<file path="src/rtl/fmul_pkg.sv">
// fmul_pkg: shared definitions for the sequential multiplier.
//   - mode encoding for the six AVR multiply operations
//   - FSM state enum
//   - mode decode helpers (operand signedness, fractional shift)
package fmul_pkg;

  localparam logic [2:0] MODE_MUL    = 3'd0;
  localparam logic [2:0] MODE_MULS   = 3'd1;
  localparam logic [2:0] MODE_MULSU  = 3'd2;
  localparam logic [2:0] MODE_FMUL   = 3'd3;
  localparam logic [2:0] MODE_FMULS  = 3'd4;
  localparam logic [2:0] MODE_FMULSU = 3'd5;

  typedef enum logic [1:0] {
    ST_IDLE = 2'd0,
    ST_CALC = 2'd1,
    ST_FIX  = 2'd2
  } state_t;

  // Multiplicand is signed for MULS, MULSU, FMULS, FMULSU.
  function automatic logic is_signed_rd(input logic [2:0] mode);
    return (mode == MODE_MULS)  || (mode == MODE_MULSU) ||
           (mode == MODE_FMULS) || (mode == MODE_FMULSU);
  endfunction

  // Multiplier is signed only for MULS and FMULS.
  function automatic logic is_signed_rr(input logic [2:0] mode);
    return (mode == MODE_MULS) || (mode == MODE_FMULS);
  endfunction

  // Fractional modes shift the product left by one. Reserved codes
  // fall through as plain MUL.
  function automatic logic is_frac(input logic [2:0] mode);
    return (mode == MODE_FMUL) || (mode == MODE_FMULS) || (mode == MODE_FMULSU);
  endfunction

endpackage

</file>
<file path="src/rtl/fmul_shift_add.sv">
// fmul_shift_add: unsigned WIDTH x WIDTH radix-2 shift-add core.
//   i_clk, i_rst : clock, async active-high reset
//   i_load       : clear accumulator/counter, latch operands i_a, i_b
//   i_step       : consume one multiplier bit (LSB first)
//   i_a, i_b     : multiplicand / multiplier magnitudes
//   o_acc        : running product (final after the last step)
//   o_last       : the step taken this cycle is the final one
module fmul_shift_add #(
  parameter int WIDTH = 8
) (
  input  logic               i_clk,
  input  logic               i_rst,
  input  logic               i_load,
  input  logic               i_step,
  input  logic [WIDTH-1:0]   i_a,
  input  logic [WIDTH-1:0]   i_b,
  output logic [2*WIDTH-1:0] o_acc,
  output logic               o_last
);
  localparam int W2 = 2 * WIDTH;
  localparam int CW = $clog2(WIDTH) + 1;

  logic [W2-1:0]    r_a;   // multiplicand, pre-shifted to current bit weight
  logic [WIDTH-1:0] r_b;   // multiplier, shifted right so bit 0 is current
  logic [W2-1:0]    r_acc;
  logic [CW-1:0]    r_cnt;

  always_ff @(posedge i_clk or posedge i_rst) begin
    if (i_rst) begin
      r_a   <= '0;
      r_b   <= '0;
      r_acc <= '0;
      r_cnt <= '0;
    end else if (i_load) begin
      r_a   <= {{WIDTH{1'b0}}, i_a};
      r_b   <= i_b;
      r_acc <= '0;
      r_cnt <= '0;
    end else if (i_step) begin
      if (r_b[0]) r_acc <= r_acc + r_a;
      r_a   <= {r_a[W2-2:0], 1'b0};
      r_b   <= {1'b0, r_b[WIDTH-1:1]};
      r_cnt <= r_cnt + CW'(1);
    end
  end

  assign o_acc  = r_acc;
  assign o_last = (r_cnt == CW'(WIDTH - 1));

endmodule

</file>
<file path="src/rtl/fmul_seq.sv">
// fmul_seq: multi-cycle AVR-style multiplier (MUL/MULS/MULSU/FMUL/FMULS/FMULSU).
//   i_clk, i_rst  : clock, async active-high reset
//   i_start       : request, accepted only while idle
//   i_mode        : operation select (6/7 behave as MUL)
//   i_rd, i_rr    : multiplicand, multiplier
//   o_busy        : operation in flight
//   o_done        : one-cycle pulse, result valid
//   o_r1, o_r0    : result high / low half
//   o_c, o_z      : carry (product msb before fractional shift), zero
// Sign-magnitude: magnitudes go through the unsigned core and the sign is
// reapplied once at the end, so -1.0 x -1.0 wraps to 0x80..0 as on AVR.
module fmul_seq
  import fmul_pkg::*;
#(
  parameter int WIDTH = 8
) (
  input  logic             i_clk,
  input  logic             i_rst,
  input  logic             i_start,
  input  logic [2:0]       i_mode,
  input  logic [WIDTH-1:0] i_rd,
  input  logic [WIDTH-1:0] i_rr,
  output logic             o_busy,
  output logic             o_done,
  output logic [WIDTH-1:0] o_r1,
  output logic [WIDTH-1:0] o_r0,
  output logic             o_c,
  output logic             o_z
);
  localparam int W2 = 2 * WIDTH;

  state_t     r_state;
  logic [2:0] r_mode;
  logic       r_sign;

  logic             w_neg_rd, w_neg_rr;
  logic [WIDTH-1:0] w_mag_rd, w_mag_rr;
  logic             w_load, w_step, w_last;
  logic [W2-1:0]    w_acc, w_p, w_r;

  assign w_neg_rd = is_signed_rd(i_mode) && i_rd[WIDTH-1];
  assign w_neg_rr = is_signed_rr(i_mode) && i_rr[WIDTH-1];
  // Most-negative value negates to itself, which reads as 2^(WIDTH-1) unsigned.
  assign w_mag_rd = w_neg_rd ? -i_rd : i_rd;
  assign w_mag_rr = w_neg_rr ? -i_rr : i_rr;

  assign w_load = (r_state == ST_IDLE) && i_start;
  assign w_step = (r_state == ST_CALC);

  fmul_shift_add #(.WIDTH(WIDTH)) u_core (
    .i_clk  (i_clk),
    .i_rst  (i_rst),
    .i_load (w_load),
    .i_step (w_step),
    .i_a    (w_mag_rd),
    .i_b    (w_mag_rr),
    .o_acc  (w_acc),
    .o_last (w_last)
  );

  assign w_p = r_sign ? -w_acc : w_acc;
  assign w_r = is_frac(r_mode) ? {w_p[W2-2:0], 1'b0} : w_p;

  always_ff @(posedge i_clk or posedge i_rst) begin
    if (i_rst) begin
      r_state <= ST_IDLE;
      r_mode  <= MODE_MUL;
      r_sign  <= 1'b0;
      o_busy  <= 1'b0;
      o_done  <= 1'b0;
      o_r1    <= '0;
      o_r0    <= '0;
      o_c     <= 1'b0;
      o_z     <= 1'b0;
    end else begin
      o_done <= 1'b0;
      unique case (r_state)
        ST_IDLE: begin
          if (i_start) begin
            r_mode  <= i_mode;
            r_sign  <= w_neg_rd ^ w_neg_rr;
            o_busy  <= 1'b1;
            r_state <= ST_CALC;
          end
        end
        ST_CALC: begin
          if (w_last) r_state <= ST_FIX;
        end
        ST_FIX: begin
          o_r1    <= w_r[W2-1:WIDTH];
          o_r0    <= w_r[WIDTH-1:0];
          o_c     <= w_p[W2-1];
          o_z     <= (w_r == '0);
          o_done  <= 1'b1;
          o_busy  <= 1'b0;
          r_state <= ST_IDLE;
        end
        default: r_state <= ST_IDLE;
      endcase
    end
  end

endmodule
</file>
<file path="config.mk">
export PLATFORM = sky130hd
export DESIGN_NAME = fmul_seq
export DESIGN_NICKNAME = d
export VERILOG_FILES = /design/src/rtl/fmul_pkg.sv /design/src/rtl/fmul_shift_add.sv /design/src/rtl/fmul_seq.sv
export SDC_FILE = /design/constraint.sdc
export NUM_CORES = 1
export LEC_CHECK = 0
export CORE_ASPECT_RATIO = 1.4
export CORE_MARGIN = 1
export CORE_UTILIZATION = 55
export DETAILED_ROUTE_END_ITERATION = 6
export DONT_BUFFER_PORTS = 1
export GPL_TIMING_DRIVEN = 0
export PLACE_DENSITY = 0.76
export SLEW_MARGIN = 20
export SYNTH_ARGS = -nofsm -noshare
export SYNTH_HDL_FRONTEND = slang
export SYNTH_SLANG_ARGS = --single-unit
</file>
<file path="constraint.sdc">
create_clock -name i_clk -period 2.69 [get_ports i_clk]
set_input_delay 0.269 -clock i_clk [delete_from_list [all_inputs] [get_ports i_clk]]
set_output_delay 0.269 -clock i_clk [all_outputs]
set_load 0.01 [all_outputs]
</file>
==> results by group <==
Worst hold path
  • Launch point of the worst hold path: i_mode[0]
  • WHS Path Cells: 2
  • Type of the tightest min-delay check: in -> reg
  • Hold path endpoint: r_mode[0]

Synthesis
  • Synth async-reset ratio: 1.00
  • Largest cells by area after synthesis: sky130_fd_sc_hd__dfrtp_1, sky130_fd_sc_hd__nand2_1, sky130_fd_sc_hd__o21ai_0
  • Syn Inst Count: 500
  • Post-synth design cell area: 0.00430 mm2
  • Share of synthesized area occupied by flip-flops and latches: 0.407
  • Most instantiated cells after synthesis: sky130_fd_sc_hd__nand2_1, sky130_fd_sc_hd__dfrtp_1, sky130_fd_sc_hd__o21ai_0, sky130_fd_sc_hd__nor2_1, sky130_fd_sc_hd__a21oi_1
  • Post-synthesis cell type with the largest combined area: sky130_fd_sc_hd__dfrtp_1
  • Most common cell in the netlist: sky130_fd_sc_hd__nand2_1
  • Number of synthesized register bits: 70
  • Area share of the leading cell type in the synthesized netlist: 0.407
  • Post-Syn Area per Cell: 8.60 um2
  • Post-synthesis cell type count: 55
  • Count of synthesis-stage warnings from yosys: 0
  • Number of nets in the synthesized netlist: 542
  • Primary FF master, synth: sky130_fd_sc_hd__dfrtp_1
  • Post-synth EDFFs: 0

Routing
  • DRC marker count from the first detailed-route iteration: 243
  • Final ANT Viol Nets: 0
  • DRT Wirelength: 9990 um
  • Per-cell via count in the routed design: 5.89
  • Detailed-routing iteration count for the pre-antenna-repair pass: 4
  • Per-cell routed wire length: 16.1 um
  • Count of unresolved DRC violations after routing: 0
  • Total via count in the routed design: 3650

STA
  • Setup Skew: 0.00943 ns
  • Final worst path period share: 0.963
  • Worst path setup slack after routing: 0.0996 ns
  • Final Max Slew Viols: 0
  • Final number of hold-violating endpoints: 0
  • Fin Setup TNS: 0 ns
  • Count of final setup violators: 0
  • Final Critical Period: 2.59 ns
  • Hold WS: 0.0178 ns
  • Actual transition at the worst max-transition pin: 0.654 ns
  • Relative max-transition margin: 0.560
  • Maximum clock frequency: 386 MHz

Clock network
  • TritonCTS buffer count: 9
  • Number of buffers between clock root and the deepest sink: 2
  • CTS HTree Levels: 3
  • Clock Tree Root: sky130_fd_sc_hd__clkbuf_8
  • Clock tree from TritonCTS: yes
  • Source-to-sink clock delay at the later pin of the worst-skew pair: 0.35 ns
  • Clock sink count: 70
  • CTS clock-pin slew for the worst setup and hold paths: 0.08 ns

GRT
  • Maximum number of pins on one net before global-route repair: 53
  • Number of antenna violations at the first check in global routing: 0
  • Wire length of the first global-routing pass: 16400 um
  • Via count of the first global-routing pass: 3718
  • Remaining Overflow, GRT: 0
  • Total Routing Usage GR: 0.257

Flow run
  • Number of max-cap violations: 0

Floorplan
  • Area enclosed by the die boundary: 0.00818 mm2
  • I/O pin count: 42
  • Die height: 107 um
  • Row count: 37
  • Horiz. Die Dim: 76.7 um
  • Core area: 0.00745 mm2
  • Effective utilization at floorplan: 0.577

Power and ir drop
  • Part of the power in registers: 0.320
  • Net switching share of the total power: 0.448
  • Worst-case vdd ir drop: 0.000679 V
  • Power Density: 1330 mW/mm2
  • Pint: 3.52 mW
  • Cell leakage power: 2.12 nW
  • Combinational fraction of design power: 0.516
  • Total design power: 6.38 mW
  • Net switching component of the power: 2.86 mW
  • Clock share of power: 0.164

Critical path
  • CP cell instances: or4_1, buf_2, o41ai_4, xor2_1, nand2_1, a2111o_1, o31ai_2
  • Crit start category: flip-flop
  • Critical path's largest stage delay: 0.50 ns
  • Slowest cell on the critical path: sky130_fd_sc_hd__or4_1
  • Required time at the worst-slack endpoint: 2.96 ns
  • Reg-to-reg critical path endpoint: o_z
  • Critical Setup Path Class: reg -> reg
  • Worst R2R Setup Slack: 0.1 ns
  • Data arrival time of the worst path: 2.86 ns
  • CP endpoint kind: flip-flop
  • Worst R2R Path Depth: 7
  • Worst r2r src: u_core.o_acc[1]
  • Crit-path max FO: 7
  • Startpoint of the worst setup timing path: u_core.o_acc[1]

Finish
  • Post-route design area: 0.00478 mm2
  • Diode insertion count for antenna repair: 0
  • Number of nets in the layout: 560
  • Filler cells: 609
  • Layout area overhead: 11.2%
  • Number of non-filler instances in the completed layout: 620
  • Share of post-route cells with drive strength above 1: 0.0860
  • Core Util, Final: 0.642

Placement
  • Routability congestion estimate: 0.913
  • Setup Slack @ Placement: -0.337 ns
  • Number of buffers added on ports: 0
  • Cell area reported after detailed placement: 0.00445 mm2
  • Placed cell count: 598
  • Post-detailed-placement half-perimeter wirelength: 7510 um

Status
  • Result of the run: completed
## power by group through the flow
stage          sequential, mW  clock (mW)  combinational [mW]
3_5_place_dp             2.05           0                3.11
2_1_floorplan            1.92           0                2.49
4_1_cts                  2.04        1.05                3.15
3_3_place_gp             2.02           0                3.00
5_1_grt                  2.11        1.09                3.70
6_report                 2.04        1.05                3.29
## flip-flops by register name, indices dropped and copies added, names as in the netlist
| register | count |
|---|---|
| o_done | 1 |
| r_mode | 3 |
| u_core.r_cnt | 4 |
| o_busy | 1 |
| o_r1 | 8 |
| u_core.o_acc | 16 |
| u_core.r_a | 16 |
| u_core.r_b | 8 |
| r_sign | 1 |
| o_c | 1 |
| o_r0 | 8 |
| r_state | 2 |
| o_z | 1 |
## metal layers
metal,up-vias,global-route usage,routed length (um)
met5,-,0,0
met4,0,0.110,262
met3,24,0.0596,359
met2,94,0.496,5420
met1,1746,0.257,3950
li1,1786,-,-
## placed cells by master (no fill, tap or decap), types with 10 or more instances in the layout
master / count
sky130_fd_sc_hd__nand2_1: 102
sky130_fd_sc_hd__dfrtp_1: 67
sky130_fd_sc_hd__o21ai_0: 52
sky130_fd_sc_hd__nor2_1: 33
sky130_fd_sc_hd__a21oi_1: 24
sky130_fd_sc_hd__clkbuf_1: 21
sky130_fd_sc_hd__xor2_1: 21
sky130_fd_sc_hd__ha_1: 19
sky130_fd_sc_hd__xnor2_1: 16
sky130_fd_sc_hd__inv_1: 14
sky130_fd_sc_hd__a31oi_1: 12
sky130_fd_sc_hd__clkbuf_8: 10
## logic make-up after synthesis
| group | after synthesis | synth area share |
|---|---|---|
| AND/OR/NAND/NOR | 190 | 0.201 |
| AO/OA/AOI/OAI | 133 | 0.195 |
| flip-flops | 70 | 0.407 |
| buffers and inverters | 39 | 0.0346 |
| XOR/XNOR | 37 | 0.0753 |
| adder cells (fa/ha/maj) | 20 | 0.0599 |
| multiplexers | 11 | 0.0268 |
## critical path: cells and delay by family, from the launching register on
family,cells,cell delay [ns]
and+or+nand+nor,2,0.60
xor gates and xnor gates,1,0.24
DFF,1,0.46
AOI/OAI and AO/OA,3,1.02
buffers and inverters,1,0.18
## worst max path at each step
stage	end	slack [ns]	depth (start not counted)
final	o_z	0.1	7
after detailed placement	u_core.o_acc[14]	-0.34	7
after global routing	o_z	-0.009	7
after floorplan	u_core.o_acc[14]	0.23	7
after global placement	u_core.o_acc[14]	-0.25	7
after CTS	o_z	0.02	7
## final cells by class
| cell class | instances | area (um2) | share of cell area |
|---|---|---|---|
| multi-input combinational | 391 | 2430 | 0.509 |
| sequential | 70 | 1760 | 0.367 |
| clock buffer | 10 | 138 | 0.0288 |
| tap | 97 | 121 | 0.0254 |
| clock inverter | 6 | 109 | 0.0228 |
| buffer | 24 | 92.6 | 0.0194 |
| timing repair buffer | 7 | 75.1 | 0.0157 |
| inverter | 15 | 58.8 | 0.0123 |
## timing repair
action                     4_1_cts  5_1_grt
pin swaps                        0        2
hold endpoints to repair        18        0
hold buffers                     1        0
setup buffers                    0        5
setup endpoints to repair        2        2
resized for setup                3        8
No activity file was read; power rests on OpenSTA's default activity.
